--- config.mk ---
export PLATFORM = sky130hd
export DESIGN_NAME = pipelined_shifter_flat
export DESIGN_NICKNAME = d
export VERILOG_FILES = /design/src/rtl/pipelined_shifter_if.sv /design/src/rtl/pipelined_shifter.sv /design/src/flat_wrapper.sv
export SDC_FILE = /design/constraint.sdc
export NUM_CORES = 1
export LEC_CHECK = 0
export BUFFER_PORTS_ARGS = -buffer_cell sky130_fd_sc_hd__clkbuf_2
export CORE_MARGIN = 2
export CORE_UTILIZATION = 60
export CTS_BUF_LIST = sky130_fd_sc_hd__clkbuf_8 sky130_fd_sc_hd__clkbuf_16
export DETAILED_ROUTE_END_ITERATION = 16
export PLACE_DENSITY = 0.81
export SLEW_MARGIN = 20
export SYNTH_ARGS = -nofsm -noshare
export SYNTH_HDL_FRONTEND = slang
export SYNTH_SLANG_ARGS = --single-unit
--- constraint.sdc ---
create_clock -name clk -period 2 [get_ports clk]
set_input_delay 0.2 -clock clk [delete_from_list [all_inputs] [get_ports clk]]
set_output_delay 0.2 -clock clk [all_outputs]
set_load 0.05 [all_outputs]
--- src/rtl/pipelined_shifter_if.sv ---
// Handshake bundle for the pipelined shifter: operand/op/tag in, result/tag out,
// each direction with its own valid/ready pair.
interface pipelined_shifter_if #(
    parameter int WIDTH = 32,
    parameter int TAG_W = 4
);
    logic                     in_valid;
    logic                     in_ready;
    logic [WIDTH-1:0]         in_data;
    logic [$clog2(WIDTH)-1:0] in_shamt;
    logic [2:0]               in_op;
    logic [TAG_W-1:0]         in_tag;
    logic                     out_valid;
    logic                     out_ready;
    logic [WIDTH-1:0]         out_data;
    logic [TAG_W-1:0]         out_tag;

    modport master (
        output in_valid, in_data, in_shamt, in_op, in_tag, out_ready,
        input  in_ready, out_valid, out_data, out_tag
    );

    modport slave (
        input  in_valid, in_data, in_shamt, in_op, in_tag, out_ready,
        output in_ready, out_valid, out_data, out_tag
    );
endinterface

--- src/rtl/pipelined_shifter.sv ---
// Pipelined barrel shifter/rotator (SLL/SRL/SRA/ROL/ROR) with valid/ready flow
// control; log2(WIDTH) shift levels spread over STAGES register stages.
module pipelined_shifter #(
    parameter int WIDTH  = 32,
    parameter int STAGES = 2,
    parameter int TAG_W  = 4
) (
    input logic                clk,
    input logic                rst,
    pipelined_shifter_if.slave bus
);
    localparam int L = $clog2(WIDTH);

    // Lowest shift level handled by stage s (level k lives in stage floor(k*STAGES/L)).
    function automatic int first_level(input int s);
        return (s * L + STAGES - 1) / STAGES;
    endfunction

    function automatic logic [WIDTH-1:0] shift_level(input logic [WIDTH-1:0] v,
                                                     input logic [2:0]       op,
                                                     input int               n);
        logic signed [WIDTH-1:0] sv;
        sv = v;
        case (op)
            3'b000:  return v << n;
            3'b001:  return v >> n;
            3'b010:  return sv >>> n;
            3'b100:  return (v << n) | (v >> (WIDTH - n));
            3'b101:  return (v >> n) | (v << (WIDTH - n));
            default: return v;
        endcase
    endfunction

    // The whole pipe moves in lockstep; bubbles are held, not collapsed.
    logic adv;
    assign adv          = !bus.out_valid || bus.out_ready;
    assign bus.in_ready = adv;

    for (genvar s = 0; s < STAGES; s++) begin : g_stage
        localparam int LO = first_level(s);
        localparam int HI = first_level(s + 1);

        logic                 src_vld;
        logic [WIDTH-1:0]     src_data;
        logic [TAG_W-1:0]     src_tag;
        logic [2:0]           src_op;
        logic [L-LO-1:0]      src_shamt;
        logic [WIDTH-1:0]     res;
        logic                 vld_p;
        logic [WIDTH-1:0]     data_p;
        logic [TAG_W-1:0]     tag_p;

        if (s == 0) begin : g_src
            assign src_vld   = bus.in_valid;
            assign src_data  = bus.in_data;
            assign src_tag   = bus.in_tag;
            assign src_op    = bus.in_op;
            assign src_shamt = bus.in_shamt;
        end else begin : g_src
            assign src_vld   = g_stage[s-1].vld_p;
            assign src_data  = g_stage[s-1].data_p;
            assign src_tag   = g_stage[s-1].tag_p;
            assign src_op    = g_stage[s-1].g_ctl.op_p;
            assign src_shamt = g_stage[s-1].g_ctl.shamt_p;
        end

        always_comb begin
            res = src_data;
            for (int k = LO; k < HI; k++) begin
                if (src_shamt[k-LO]) res = shift_level(res, src_op, 1 << k);
            end
        end

        // --- stage s register boundary ---
        always_ff @(posedge clk) begin
            if (rst) begin
                vld_p  <= 1'b0;
                data_p <= '0;
                tag_p  <= '0;
            end else if (adv) begin
                vld_p  <= src_vld;
                data_p <= res;
                tag_p  <= src_tag;
            end
        end

        // Only the shamt bits of levels still ahead are carried forward.
        if (s < STAGES - 1) begin : g_ctl
            logic [2:0]      op_p;
            logic [L-HI-1:0] shamt_p;

            always_ff @(posedge clk) begin
                if (rst) begin
                    op_p    <= '0;
                    shamt_p <= '0;
                end else if (adv) begin
                    op_p    <= src_op;
                    shamt_p <= src_shamt[L-LO-1:HI-LO];
                end
            end
        end
    end

    assign bus.out_valid = g_stage[STAGES-1].vld_p;
    assign bus.out_data  = g_stage[STAGES-1].data_p;
    assign bus.out_tag   = g_stage[STAGES-1].tag_p;
endmodule

--- src/flat_wrapper.sv ---
// flat-port wrapper written by rule: the top's interface ports become plain ports
module pipelined_shifter_flat 
#(
    parameter int WIDTH  = 32,
    parameter int STAGES = 2,
    parameter int TAG_W  = 4
)
  (clk, rst, bus_in_valid, bus_in_data, bus_in_shamt, bus_in_op, bus_in_tag, bus_out_ready, bus_in_ready, bus_out_valid, bus_out_data, bus_out_tag);
  pipelined_shifter_if #(.WIDTH(WIDTH), .TAG_W(TAG_W)) bus_i ();
  input logic clk;
  input logic rst;
  input wire logic [$bits(bus_i.in_valid)-1:0] bus_in_valid;
  input wire logic [$bits(bus_i.in_data)-1:0] bus_in_data;
  input wire logic [$bits(bus_i.in_shamt)-1:0] bus_in_shamt;
  input wire logic [$bits(bus_i.in_op)-1:0] bus_in_op;
  input wire logic [$bits(bus_i.in_tag)-1:0] bus_in_tag;
  input wire logic [$bits(bus_i.out_ready)-1:0] bus_out_ready;
  output wire logic [$bits(bus_i.in_ready)-1:0] bus_in_ready;
  output wire logic [$bits(bus_i.out_valid)-1:0] bus_out_valid;
  output wire logic [$bits(bus_i.out_data)-1:0] bus_out_data;
  output wire logic [$bits(bus_i.out_tag)-1:0] bus_out_tag;
  assign bus_i.in_valid = bus_in_valid;
  assign bus_i.in_data = bus_in_data;
  assign bus_i.in_shamt = bus_in_shamt;
  assign bus_i.in_op = bus_in_op;
  assign bus_i.in_tag = bus_in_tag;
  assign bus_i.out_ready = bus_out_ready;
  assign bus_in_ready = bus_i.in_ready;
  assign bus_out_valid = bus_i.out_valid;
  assign bus_out_data = bus_i.out_data;
  assign bus_out_tag = bus_i.out_tag;
  pipelined_shifter #(.WIDTH(WIDTH), .STAGES(STAGES), .TAG_W(TAG_W)) u_core (.clk(clk), .rst(rst), .bus(bus_i));
endmodule
* Word level (Yosys, flattened, before mapping)
Index checks and enable logic that the tools add are counted.
** Word-level totals
- Register bits after elaboration :: 79
- Input port bits :: 48
- Output and inout bits :: 38
- Logic and storage cells :: 40
** Operators by class
- Equality and inequality tests :: 8
- Multiplexer cells :: 10
- Bitwise gates (word level) :: 9
- Reductions and logical operators :: 5
** Operators with widths (count)
- 32-bit one-hot mux with 5 select lines :: 4
- 32-bit two-way mux :: 5
- 32-bit one-hot mux with 4 select lines :: 1
- 24-bit by 32-bit bitwise OR with 32-bit output :: 1
- 28-bit by 32-bit bitwise OR with 32-bit output :: 1
- 30-bit by 32-bit bitwise OR with 32-bit output :: 1
- 31-bit by 32-bit bitwise OR with 32-bit output :: 1
- 32-bit by 1-bit bitwise OR with 32-bit output :: 1
- 32-bit by 16-bit bitwise OR with 32-bit output :: 1
- 32-bit by 2-bit bitwise OR with 32-bit output :: 1
- 32-bit by 4-bit bitwise OR with 32-bit output :: 1
- 32-bit by 8-bit bitwise OR with 32-bit output :: 1
- 3-bit == test (second input constant) :: 4
- 3-bit by 1-bit == test with 1-bit output (second input constant) :: 2
- 3-bit by 2-bit == test with 1-bit output (second input constant) :: 2
- 3-bit logical NOT :: 2
- 2-bit OR reduction :: 1
- 1-bit logical NOT :: 1
- 1-bit logical OR :: 1

* Longest topological paths before layout
Gate-level depths: netlist of the first run.
- Depth in word-level cells :: 9
- Gate-level depth with buffers :: 10
- Mapped depth without buffers :: 7

* Worst setup path after synthesis of the first run
Ideal clock, no wire load.
- Path type :: register -> register
- Start point :: reg u_core.g_stage[1].vld_p (netlist: u_core.bus.out_valid)
- End point :: reg u_core.g_stage[0].data_p[20]
- Data arrival time :: 1989 ps
- Required time :: 1834 ps
- Path slack :: -155 ps
- Stages on the path, launching flop included :: 7
- Buffers on the path :: 3
- Cells stage by stage :: dfxtp_1 > nor2b_1 > buf_2 > clkinv_1 > clkbuf_1 > clkbuf_1 > a211oi_1
** On the way
- Cells in the longest elaborated chain, start to end :: 2
** Ends and longest elaborated chain
- from (decl) :: line pipelined_shifter.sv:49 : logic vld_p;
- from (signal assigned) :: line pipelined_shifter.sv:81 : vld_p <= src_vld;
- 1-bit logical NOT :: line pipelined_shifter.sv:36 : assign adv = !bus.out_valid || bus.out_ready;
- 1-bit logical OR :: line pipelined_shifter.sv:36
- named net bus_in_ready :: line flat_wrapper.sv:18 : output wire logic [$bits(bus_i.in_ready)-1:0] bus_in_ready;
- to (signal assigned) :: line pipelined_shifter.sv:82 : data_p <= res;
- to (decl) :: line pipelined_shifter.sv:50 : logic [WIDTH-1:0] data_p;
The timed path passes the listed nets, and every way through them passes these cells.
A chain may end at the register's enable or synchronous reset.

* Worst setup path in the final report of the first run
- Start point :: reg u_core.g_stage[0].g_ctl.op_p[0]
- End point :: reg u_core.g_stage[1].data_p[8] (netlist: u_core.bus.out_data[8])
** On the way
- Cells in the longest elaborated chain, start to end :: 6
** Ends and longest elaborated chain
- from (decl) :: line pipelined_shifter.sv:89 : logic [2:0] op_p;
- from (signal assigned) :: line pipelined_shifter.sv:97 : op_p <= src_op;
- 3-bit == test (tied with other cells) :: line pipelined_shifter.sv:24 : case (op)
- 32-bit one-hot mux with 5 select lines :: line pipelined_shifter.sv:24
- 32-bit two-way mux :: line pipelined_shifter.sv:70 : if (src_shamt[k-LO]) res = shift_level(res, src_op, 1 << k);
- 32-bit by 16-bit bitwise OR with 32-bit output :: line pipelined_shifter.sv:28, pipelined_shifter.sv:29
- 32-bit one-hot mux with 4 select lines :: line pipelined_shifter.sv:24
- 32-bit two-way mux * :: line pipelined_shifter.sv:70
- to (signal assigned) :: line pipelined_shifter.sv:82
- to (decl) :: line pipelined_shifter.sv:50
Every way passes the cells marked *; elsewhere a longest branch is shown, timed or not.

==> impl_metrics.tcl, run 1 <==
set metrics [dict create \
    outcome "finished clean" \
    yosysSeqAreaShare 0.228 \
    vias 8788 \
    arrival_ps 2170 \
    synth_top_area_frac 0.228 \
    synth_warnings 0 \
    rr_startpoint "u_core.g_stage[0].g_ctl.op_p[0]" \
    synth_edf_count 0 \
    syn_area_um2 6940 \
    postSynthNetCount 1023 \
    max_freq_mhz 511 \
    grt_pass1_wl_um 42000 \
    cts_hold_buf 0 \
    async_reset_ff_frac 0 \
    yosys-top-cells-count "nand2_1 (113), o21ai_0 (101), a21oi_1 (92), nor2_1 (85), dfxtp_1 (79)" \
    r2r_cells 8 \
    min_from "bus_in_shamt[4]" \
    wl_per_cell_um 21.2 \
    crit_start "u_core.g_stage[0].g_ctl.op_p[0]" \
    nets 1155 \
    critPathMaxFanout 62 \
    max-cap-violations 0 \
    grt_pass1_vias 7733 \
    io_buffers 85 \
    grt_overflow_total 0 \
    skew_ps 13.4 \
    final_hold_viol_count 0 \
    rrSetupSlack_ps 40 \
    final_cell_area_um2 8530 \
    cts_buffer_depth 2 \
    cts_tree "done" \
    dr.pass1.iters 7 \
    placed_cell_area_um2 8190 \
    rsz0062_at_grt "true" \
    cts.sinks 79 \
    vias_per_cell 7.00 \
    synth_most_common_cell "nand2_1" \
    grt_antenna_before_repair 0 \
    stdcell_count 1255 \
    dp_cells 1238 \
    antenna_cells 0 \
    setup_viol 0 \
    grt_util_all_layers 0.419 \
    r2r-end "u_core.bus.out_data[8]" \
    tightestPinTransition_ps 641 \
    drt-total-wl_um 26600 \
    drtIter0Drc 1370 \
    grt_max_degree 63 \
    areaGrowthSynthToFinish_pct 22.9 \
    cp-endpoint "u_core.bus.out_data[8]" \
    initial_core_util 0.610 \
    io_pins 86 \
    htree_levels 3 \
    place_congestion 1.04 \
    vdd_drop_max_mv 0.747 \
    hp-class "input pin to flip-flop" \
    fin_crit_sh 0.978 \
    ant_nets 0 \
    start_kind "flip-flop" \
    synth_seq_cells 79 \
    die_h_um 112 \
    drc 0 \
    endpoint_kind "flip-flop" \
    power_mw 5.84 \
    cts_buffers 9 \
    yosys.area.top_type "dfxtp_1" \
    rows 39 \
    final_layout_size_suffix_gt1_frac 0.252 \
    fin_crit_ps 1960 \
    finalMaxSlewViolations 0 \
    clockRootBuffer "clkbuf_16" \
    power_density_nw_per_um2 685 \
    clk_latency_ps 350 \
    dpl.hpwl_um 20200 \
    die_x_um 112 \
    cp.required_ps 2210 \
    relSlewSlack 0.568 \
    core_um2 11400 \
    clk_pin_slew_ps 70 \
    timing_worst_setup_path_type "flip-flop to flip-flop" \
    die_area_um2 12400 \
    syn_avg_cell_area_um2 7.11 \
    synth-main-ff-cell "dfxtp_1" \
    power.leakage_nw 3.36 \
    synth_area_leaders "dfxtp_1 (23%), o21ai_0 (7.3%), a21oi_1 (6.6%), nand2_1 (6.1%), nor2_1 (4.6%)" \
    synth_cells 975 \
    synth_cell_types 80 \
]
## kinds of logic (layout without fill, tap and decap cells)
kind of cell	after synthesis	count (layout)	synth area share
and+or+nand+nor	323	323	0.221
buffers and inverters	107	244	0.0806
muxes	9	9	0.0134
AOI/OAI and AO/OA	457	457	0.457
DFF	79	79	0.228
## area by class of cell
type / instances / area (µm²)
Timing Repair Buffer: 218 / 1600
Clock inverter: 7 / 86.3
Sequential cell: 79 / 1580
Multi-Input combinational cell: 789 / 4810
Tap cell: 143 / 179
Fill cell: 967 / 2840
Inverter: 10 / 37.5
Clock buffer: 9 / 225
## routing by layer
layer	wire, µm	track usage
met5	0	0
met4	1360	0.163
met2	11300	0.627
met3	3430	0.100
met1	10600	0.584
## critical path: stages (launching register included)
cell and delay [ps]:
dfxtp_1 340, buf_4 180, o21ai_1 190, nand2_1 120, buf_12 190, nand2_1 90
o21ai_1 130, a221oi_1 410, a211oi_1 150
## power by group
| part | switching (mW) | internal [mW] | total (mW) |
|---|---|---|---|
| registers | 0.173 | 1.73 | 1.91 |
| clock network | 0.752 | 0.996 | 1.75 |
| logic | 1.37 | 0.822 | 2.19 |
## placed cells by master, fill, tap and decap left out, types with 9 or more instances in the layout
cell / n
o21a_1: 14
a211oi_1: 13
o22ai_1: 19
clkbuf_16: 9
nand3_1: 18
o21ai_1: 24
a22oi_1: 27
o21bai_1: 12
buf_12: 14
o221ai_1: 13
nor3_1: 29
buf_4: 118
nand2b_1: 14
nor3b_1: 26
a31oi_1: 11
o211ai_1: 23
nor2_1: 84
a221oi_1: 19
dfxtp_1: 78
clkbuf_2: 85
a21oi_1: 92
nand2_1: 112
o21ai_0: 99
## through the flow
stage                util  setup slack [ps]  hold WS (ps)  TNS [ps]
global placement    0.720             -48.0           429     -95.1
detailed placement  0.720             -37.2           435      -185
CTS                 0.748              38.7          66.8         0
floorplan               -              92.2           340         0
global route        0.750             -50.3          67.7      -179
finish              0.750              44.6          73.4         0
## registers in the layout (all words and copies together), names as in the netlist
register,count
u_core.bus.out_data,32
u_core.bus.out_tag,4
u_core.bus.out_valid,1
u_core.g_stage.data_p,32
u_core.g_stage.g_ctl.op_p,3
u_core.g_stage.g_ctl.shamt_p,2
u_core.g_stage.tag_p,4
u_core.g_stage.vld_p,1
## worst min-delay path by stage
stage	endpoint	slack (ps)	depth (start not counted)
4_1_cts	u_core.g_stage[0].vld_p	70	3
3_5_place_dp	u_core.g_stage[0].vld_p	440	3
5_1_grt	u_core.g_stage[0].vld_p	70	3
2_1_floorplan	u_core.g_stage[0].g_ctl.shamt_p[0]	340	2
6_report	u_core.g_stage[0].g_ctl.shamt_p[1]	70	3
3_3_place_gp	u_core.g_stage[0].tag_p[1]	430	3
## timing repair
action	CTS	global route
setup buffers	0	1
setup endpoints to repair	1	20
pin swaps	0	3
gates resized for setup	1	6
hold endpoints to repair	0	0
Note: power is estimated with default switching activity, not from simulation.
==> inputs of run 2 (changes only) <==
--- a/config.mk
+++ b/config.mk
@@ -11,6 +11,7 @@
 export CTS_BUF_LIST = sky130_fd_sc_hd__clkbuf_8 sky130_fd_sc_hd__clkbuf_16
 export DETAILED_ROUTE_END_ITERATION = 16
 export PLACE_DENSITY = 0.81
+export REMOVE_ABC_BUFFERS = 1
 export SLEW_MARGIN = 20
 export SYNTH_ARGS = -nofsm -noshare
 export SYNTH_HDL_FRONTEND = slang
==> impl_metrics.tcl, run 2 (synthesis gave the netlist of run 1 again) <==
set metrics [dict create \
    grt_antenna_before_repair 0 \
    vias_per_cell 7.04 \
    drc 0 \
    core_um2 11400 \
    fillers 983 \
    htree_levels 3 \
    grt_overflow_total 0 \
    final_hold_viol_count 0 \
    die_area_um2 12400 \
    arrival_ps 2300 \
    p_comb_frac 0.380 \
    die_h_um 112 \
    vdd_drop_max_mv 0.649 \
    final_cell_area_um2 8420 \
    rr_startpoint "u_core.bus.out_valid" \
    pwr-share-clk 0.286 \
    finalMaxSlewViolations 0 \
    fin_hold_ws_ps 77.1 \
    violations "setup timing" \
    ant_nets 0 \
    wl_met2_um 11600 \
    cp.required_ps 2280 \
    io_buffers 85 \
    timing_worst_setup_path_type "flip-flop to flip-flop" \
    rows 39 \
    crit_start "u_core.bus.out_valid" \
    initial_core_util 0.610 \
    io_pins 86 \
    p_sw_frac 0.394 \
    power.leakage_nw 3.32 \
    clk_pin_slew_ps 70 \
    wl_met1_um 10300 \
    r2r_cells 6 \
    critPathMaxFanout 8 \
    wl_per_cell_um 21.3 \
    grt_pass1_wl_um 42800 \
    areaGrowthSynthToFinish_pct 21.4 \
    cts.sinks 79 \
    tightestPinTransition_ps 782 \
    max-cap-violations 0 \
    skew_ps 11.7 \
    cts_hold_buf 0 \
    start_kind "flip-flop" \
    wl_met3_um 2960 \
    grt_max_degree 63 \
    antenna_cells 0 \
    clockRootBuffer "clkbuf_16" \
    nets 1148 \
    p_int_mw 3.44 \
    setup_viol 1 \
    placed_cell_area_um2 8100 \
    final_common_cell "buf_4" \
    holdPathStages 3 \
    relSlewSlack 0.476 \
    dr.pass1.iters 7 \
    drt-total-wl_um 26600 \
    vias 8788 \
    place_congestion 1.10 \
    final_util 0.741 \
    stdcell_count 1248 \
    max_freq_mhz 497 \
    p_switching_mw 2.23 \
    grt_pass1_vias 8035 \
    fin_crit_ps 2010 \
    outcome "complete, but fails checks" \
    min_from "bus_in_valid" \
    fin_crit_sh 1.01 \
    endpoint_kind "flip-flop" \
    cts_buffer_depth 2 \
    dp_slack_ps -102 \
    final_cell_mix "buf_4 (115), nand2_1 (113), o21ai_0 (99)" \
    final_layout_size_suffix_gt1_frac 0.246 \
    layout_setup_ws_ps -11.9 \
    seqCellArea_um2 1580 \
    dp_cells 1232 \
    dpl.hpwl_um 20100 \
    multiInputGateArea_um2 4820 \
    pwr-share-seq 0.334 \
    power_density_nw_per_um2 674 \
    routed.top_layer "met4" \
    drtIter0Drc 1459 \
    cts_buffers 9 \
    clk_latency_ps 340 \
    die_x_um 112 \
    grt_util_all_layers 0.421 \
    hp-class "input pin to flip-flop" \
    cts_tree "done" \
]
==> run 2: final timing paths <==
kind,slack (ps),to
worst max-delay path,-10,u_core.g_stage[0].data_p[13]
worst min register to register,450,u_core.g_stage[0].tag_p[3]
worst max register to register,-10,u_core.g_stage[0].data_p[13]
worst min-delay path,80,u_core.g_stage[0].vld_p
==> run 2: repair_timing <==
| action | in CTS | in global routing |
|---|---|---|
| setup endpoints to repair | 3 | 10 |
| pin swaps | 0 | 1 |
| setup buffers | 0 | 0 |
| resized for setup | 1 | 6 |
==> run 2: cell type report <==
class / count / area share
Clock inverter: 5 / 0.00475
Timing Repair Buffer: 211 / 0.179
Tap cell: 143 / 0.0212
Multi-Input combinational cell: 789 / 0.573
Clock buffer: 11 / 0.0300
Sequential cell: 79 / 0.188
Inverter: 10 / 0.00446
==> run 2: critical path: stages, from the launching register on <==
cell and delay, ps:
dfxtp_1 310, nor2b_2 190, buf_4 150, nor2_1 590
nand2_1 270, a311oi_1 310, a211o_1 130
==> run 2: metrics by stage <==
step / power [mW] / setup TNS [ps]
global placement: 3.97 / -401
floorplan: 3.09 / -211200
CTS: 5.58 / 0
global route: 5.89 / -7.18
detailed placement: 3.99 / -837
finish: 5.68 / -11.9
==> run 2: power by group through the flow <==
stage                     clock network, mW  registers (mW)  logic, mW
after floorplan                           0            2.11      0.973
after global placement                    0            1.91       2.05
after detailed placement                  0            1.92       2.07
after CTS                              1.61            1.89       2.09
after global routing                   1.68            1.91       2.30
final                                  1.62            1.90       2.16
==> run 2: metal layers <==
metal,vias to the layer above,track usage
met5,-,0
met4,0,0.216
met3,161,0.0708
met2,705,0.656
met1,3928,0.562
li1,3994,-
==> inputs of run 3 (changes only) <==
--- a/config.mk
+++ b/config.mk
@@ -5,10 +5,12 @@
 export SDC_FILE = /design/constraint.sdc
 export NUM_CORES = 1
 export LEC_CHECK = 0
+export ABC_AREA = 1
 export BUFFER_PORTS_ARGS = -buffer_cell sky130_fd_sc_hd__clkbuf_2
+export CELL_PAD_IN_SITES_DETAIL_PLACEMENT = 0
+export CELL_PAD_IN_SITES_GLOBAL_PLACEMENT = 1
 export CORE_MARGIN = 2
-export CORE_UTILIZATION = 60
-export CTS_BUF_LIST = sky130_fd_sc_hd__clkbuf_8 sky130_fd_sc_hd__clkbuf_16
+export CORE_UTILIZATION = 40
 export DETAILED_ROUTE_END_ITERATION = 16
 export PLACE_DENSITY = 0.81
 export REMOVE_ABC_BUFFERS = 1
==> impl_metrics.tcl, run 3 <==
set metrics [dict create \
    cp.required_ps 2280 \
    outcome "finished clean" \
    yosys-top-cells-count "nand2_1 (321), nand3_1 (186), o21ai_0 (130), nor2_1 (93), inv_1 (80)" \
    min_from "rst" \
    path_cells "inv_1 -> nor3_1 -> nand2_1 -> a32oi_1 -> nand2_1 -> o21ai_0 -> o21bai_1 -> inv_1" \
    layout_setup_ws_ps 103 \
    cts_buffer_depth 2 \
    wl_met1_um 10200 \
    io_buffers 85 \
    synth_edf_count 0 \
    setup_viol 0 \
    initial_core_util 0.411 \
    die_area_um2 16700 \
    final_cell_mix "nand2_1 (321), nand3_1 (186), o21ai_0 (130)" \
    core_um2 15300 \
    ant_nets 0 \
    muxShareOfSynthArea 0 \
    areaGrowthSynthToFinish_pct 17.0 \
    rows 45 \
    grt_antenna_before_repair 0 \
    fin_crit_sh 0.948 \
    slowest_stage "a32oi_1" \
    yosys.area.top_type "dfxtp_1" \
    fin_crit_ps 1900 \
    arrival_ps 2170 \
    final_util 0.481 \
    p_sw_frac 0.369 \
    synth_compound_area_frac 0.231 \
    nets 1217 \
    synth_top_family_by_area "simple AND/OR/NAND/NOR gates" \
    vias_per_cell 5.43 \
    vdd_drop_max_mv 0.490 \
    routed.top_layer "met4" \
    async_reset_ff_frac 0 \
    grt_util_all_layers 0.252 \
    pwr-share-seq 0.336 \
    io_pins 86 \
    synth_seq_cells 79 \
    power_density_nw_per_um2 763 \
    synthAdderAreaFrac 0 \
    grt_pass1_vias 6525 \
    max-cap-violations 0 \
    rr_startpoint "u_core.g_stage[0].g_ctl.op_p[1]" \
    drc 0 \
    p_comb_frac 0.340 \
    power_mw 5.60 \
    dpl.hpwl_um 15400 \
    cts_buffers 9 \
    timing_worst_setup_path_type "flip-flop to flip-flop" \
    synth_area_leaders "dfxtp_1 (25%), nand2_1 (19%), nand3_1 (15%), o21ai_0 (10%), a21oi_1 (5.7%)" \
    dp_slack_ps 49.9 \
    r2r-end "u_core.bus.out_data[11]" \
    cts_setup_buffers 0 \
    endpoint_kind "flip-flop" \
    die_h_um 129 \
    synth_top_area_frac 0.252 \
    synth_xor_xnor_area_share 0 \
    synth_cells 1112 \
    relSlewSlack 0.669 \
    holdPathStages 2 \
    cts.sinks 79 \
    final_layout_size_suffix_gt1_frac 0.129 \
    drtIter0Drc 917 \
    clk_latency_ps 330 \
    wl_met2_um 9230 \
    fin_hold_ws_ps 37.4 \
    final_hold_viol_count 0 \
    synthSimpleGateAreaFrac 0.414 \
    clockRootBuffer "clkbuf_16" \
    critical_path.max_stage_delay_ps 410 \
    synth_cell_types 35 \
    grt_max_degree 79 \
    wl_met3_um 1220 \
    grt_pass1_wl_um 33800 \
    drt-total-wl_um 21000 \
    pwr-share-clk 0.324 \
    p_int_mw 3.53 \
    synth-main-ff-cell "dfxtp_1" \
    place_congestion 0.928 \
    synth_warnings 0 \
    rsz0062_at_grt "false" \
    finalMaxSlewViolations 0 \
    r2r_cells 8 \
    cts_hold_buf 0 \
    dr.pass1.iters 6 \
    grt_overflow_total 0 \
    clk_pin_slew_ps 60 \
    hp-class "input pin to flip-flop" \
    die_x_um 129 \
    syn_avg_cell_area_um2 5.64 \
    holdPathEnd "u_core.bus.out_valid" \
    start_kind "flip-flop" \
    power.leakage_nw 3.75 \
    max_freq_mhz 527 \
    tightestPinTransition_ps 496 \
    vias 7512 \
    wl_per_cell_um 15.2 \
    synth_most_common_cell "nand2_1" \
    cts_tree "done" \
    antenna_cells 0 \
    final_common_cell "nand2_1" \
    htree_levels 3 \
    skew_ps 4.93 \
    rrSetupSlack_ps 100 \
    critPathMaxFanout 7 \
    syn_area_um2 6270 \
    yosysSeqAreaShare 0.252 \
    p_switching_mw 2.07 \
]
==> run 3: final cells by class <==
type / count / area [µm²]
Timing Repair Buffer: 118 / 773
Clock buffer: 11 / 233
Fill cell: 1671 / 7920
Clock inverter: 4 / 95.1
Tap cell: 211 / 264
Multi-Input combinational cell: 874 / 4060
Inverter: 87 / 332
Sequential cell: 79 / 1580
==> run 3: how the worst max path moves through the flow <==
stage	from	to	slack (ps)
2_1_floorplan	u_core.bus.out_valid	u_core.bus.out_data[0]	-2070
3_3_place_gp	bus_in_op[0]	u_core.g_stage[0].data_p[3]	110
3_5_place_dp	bus_in_op[1]	u_core.g_stage[0].data_p[3]	50
4_1_cts	u_core.g_stage[0].g_ctl.op_p[0]	u_core.bus.out_data[6]	130
5_1_grt	u_core.g_stage[0].g_ctl.op_p[0]	u_core.bus.out_data[5]	10
6_report	u_core.g_stage[0].g_ctl.op_p[1]	u_core.bus.out_data[11]	100
==> run 3: worst max-delay path, delay by kind of cell (launching register included) <==
kind,cells,cell delay (ps)
AND/OR/NAND/NOR,3,730
AO/OA/AOI/OAI,3,570
flip-flops,1,380
buffers and inverters,2,160
==> run 3: repair_timing <==
item | 4_1_cts | 5_1_grt
resized for setup | 0 | 3
setup endpoints to repair | 0 | 6
hold endpoints to repair | 0 | 0
==> run 3: kinds of logic after synthesis <==
group / after synthesis
AND/OR/NAND/NOR: 615
AO/OA/AOI/OAI: 259
buffers and inverters: 159
flip-flops: 79
==> run 3: through the flow <==
| step | area [µm²] | cells | TNS [ps] |
|---|---|---|---|
| after floorplan | 5960 | 1040 | -154030 |
| after global placement | 7000 | 1369 | 0 |
| after detailed placement | 7000 | 1369 | 0 |
| after CTS | 7330 | 1384 | 0 |
| after global routing | 7340 | 1384 | 0 |
| final | 7340 | 1384 | 0 |
==> run 3: power by group through the flow <==
| stage | clock network [mW] | logic, mW | registers (mW) |
|---|---|---|---|
| floorplan | 0 | 1.02 | 2.16 |
| global placement | 0 | 1.88 | 1.91 |
| detailed placement | 0 | 1.88 | 1.91 |
| CTS | 1.85 | 1.89 | 1.88 |
| global route | 1.91 | 2.11 | 1.90 |
| finish | 1.81 | 1.90 | 1.88 |
==> run 3: routing by layer <==
layer,track usage,vias up
li1,-,3831
met1,0.371,3407
met2,0.388,247
met3,0.0359,27
met4,0.0569,0
met5,0,-
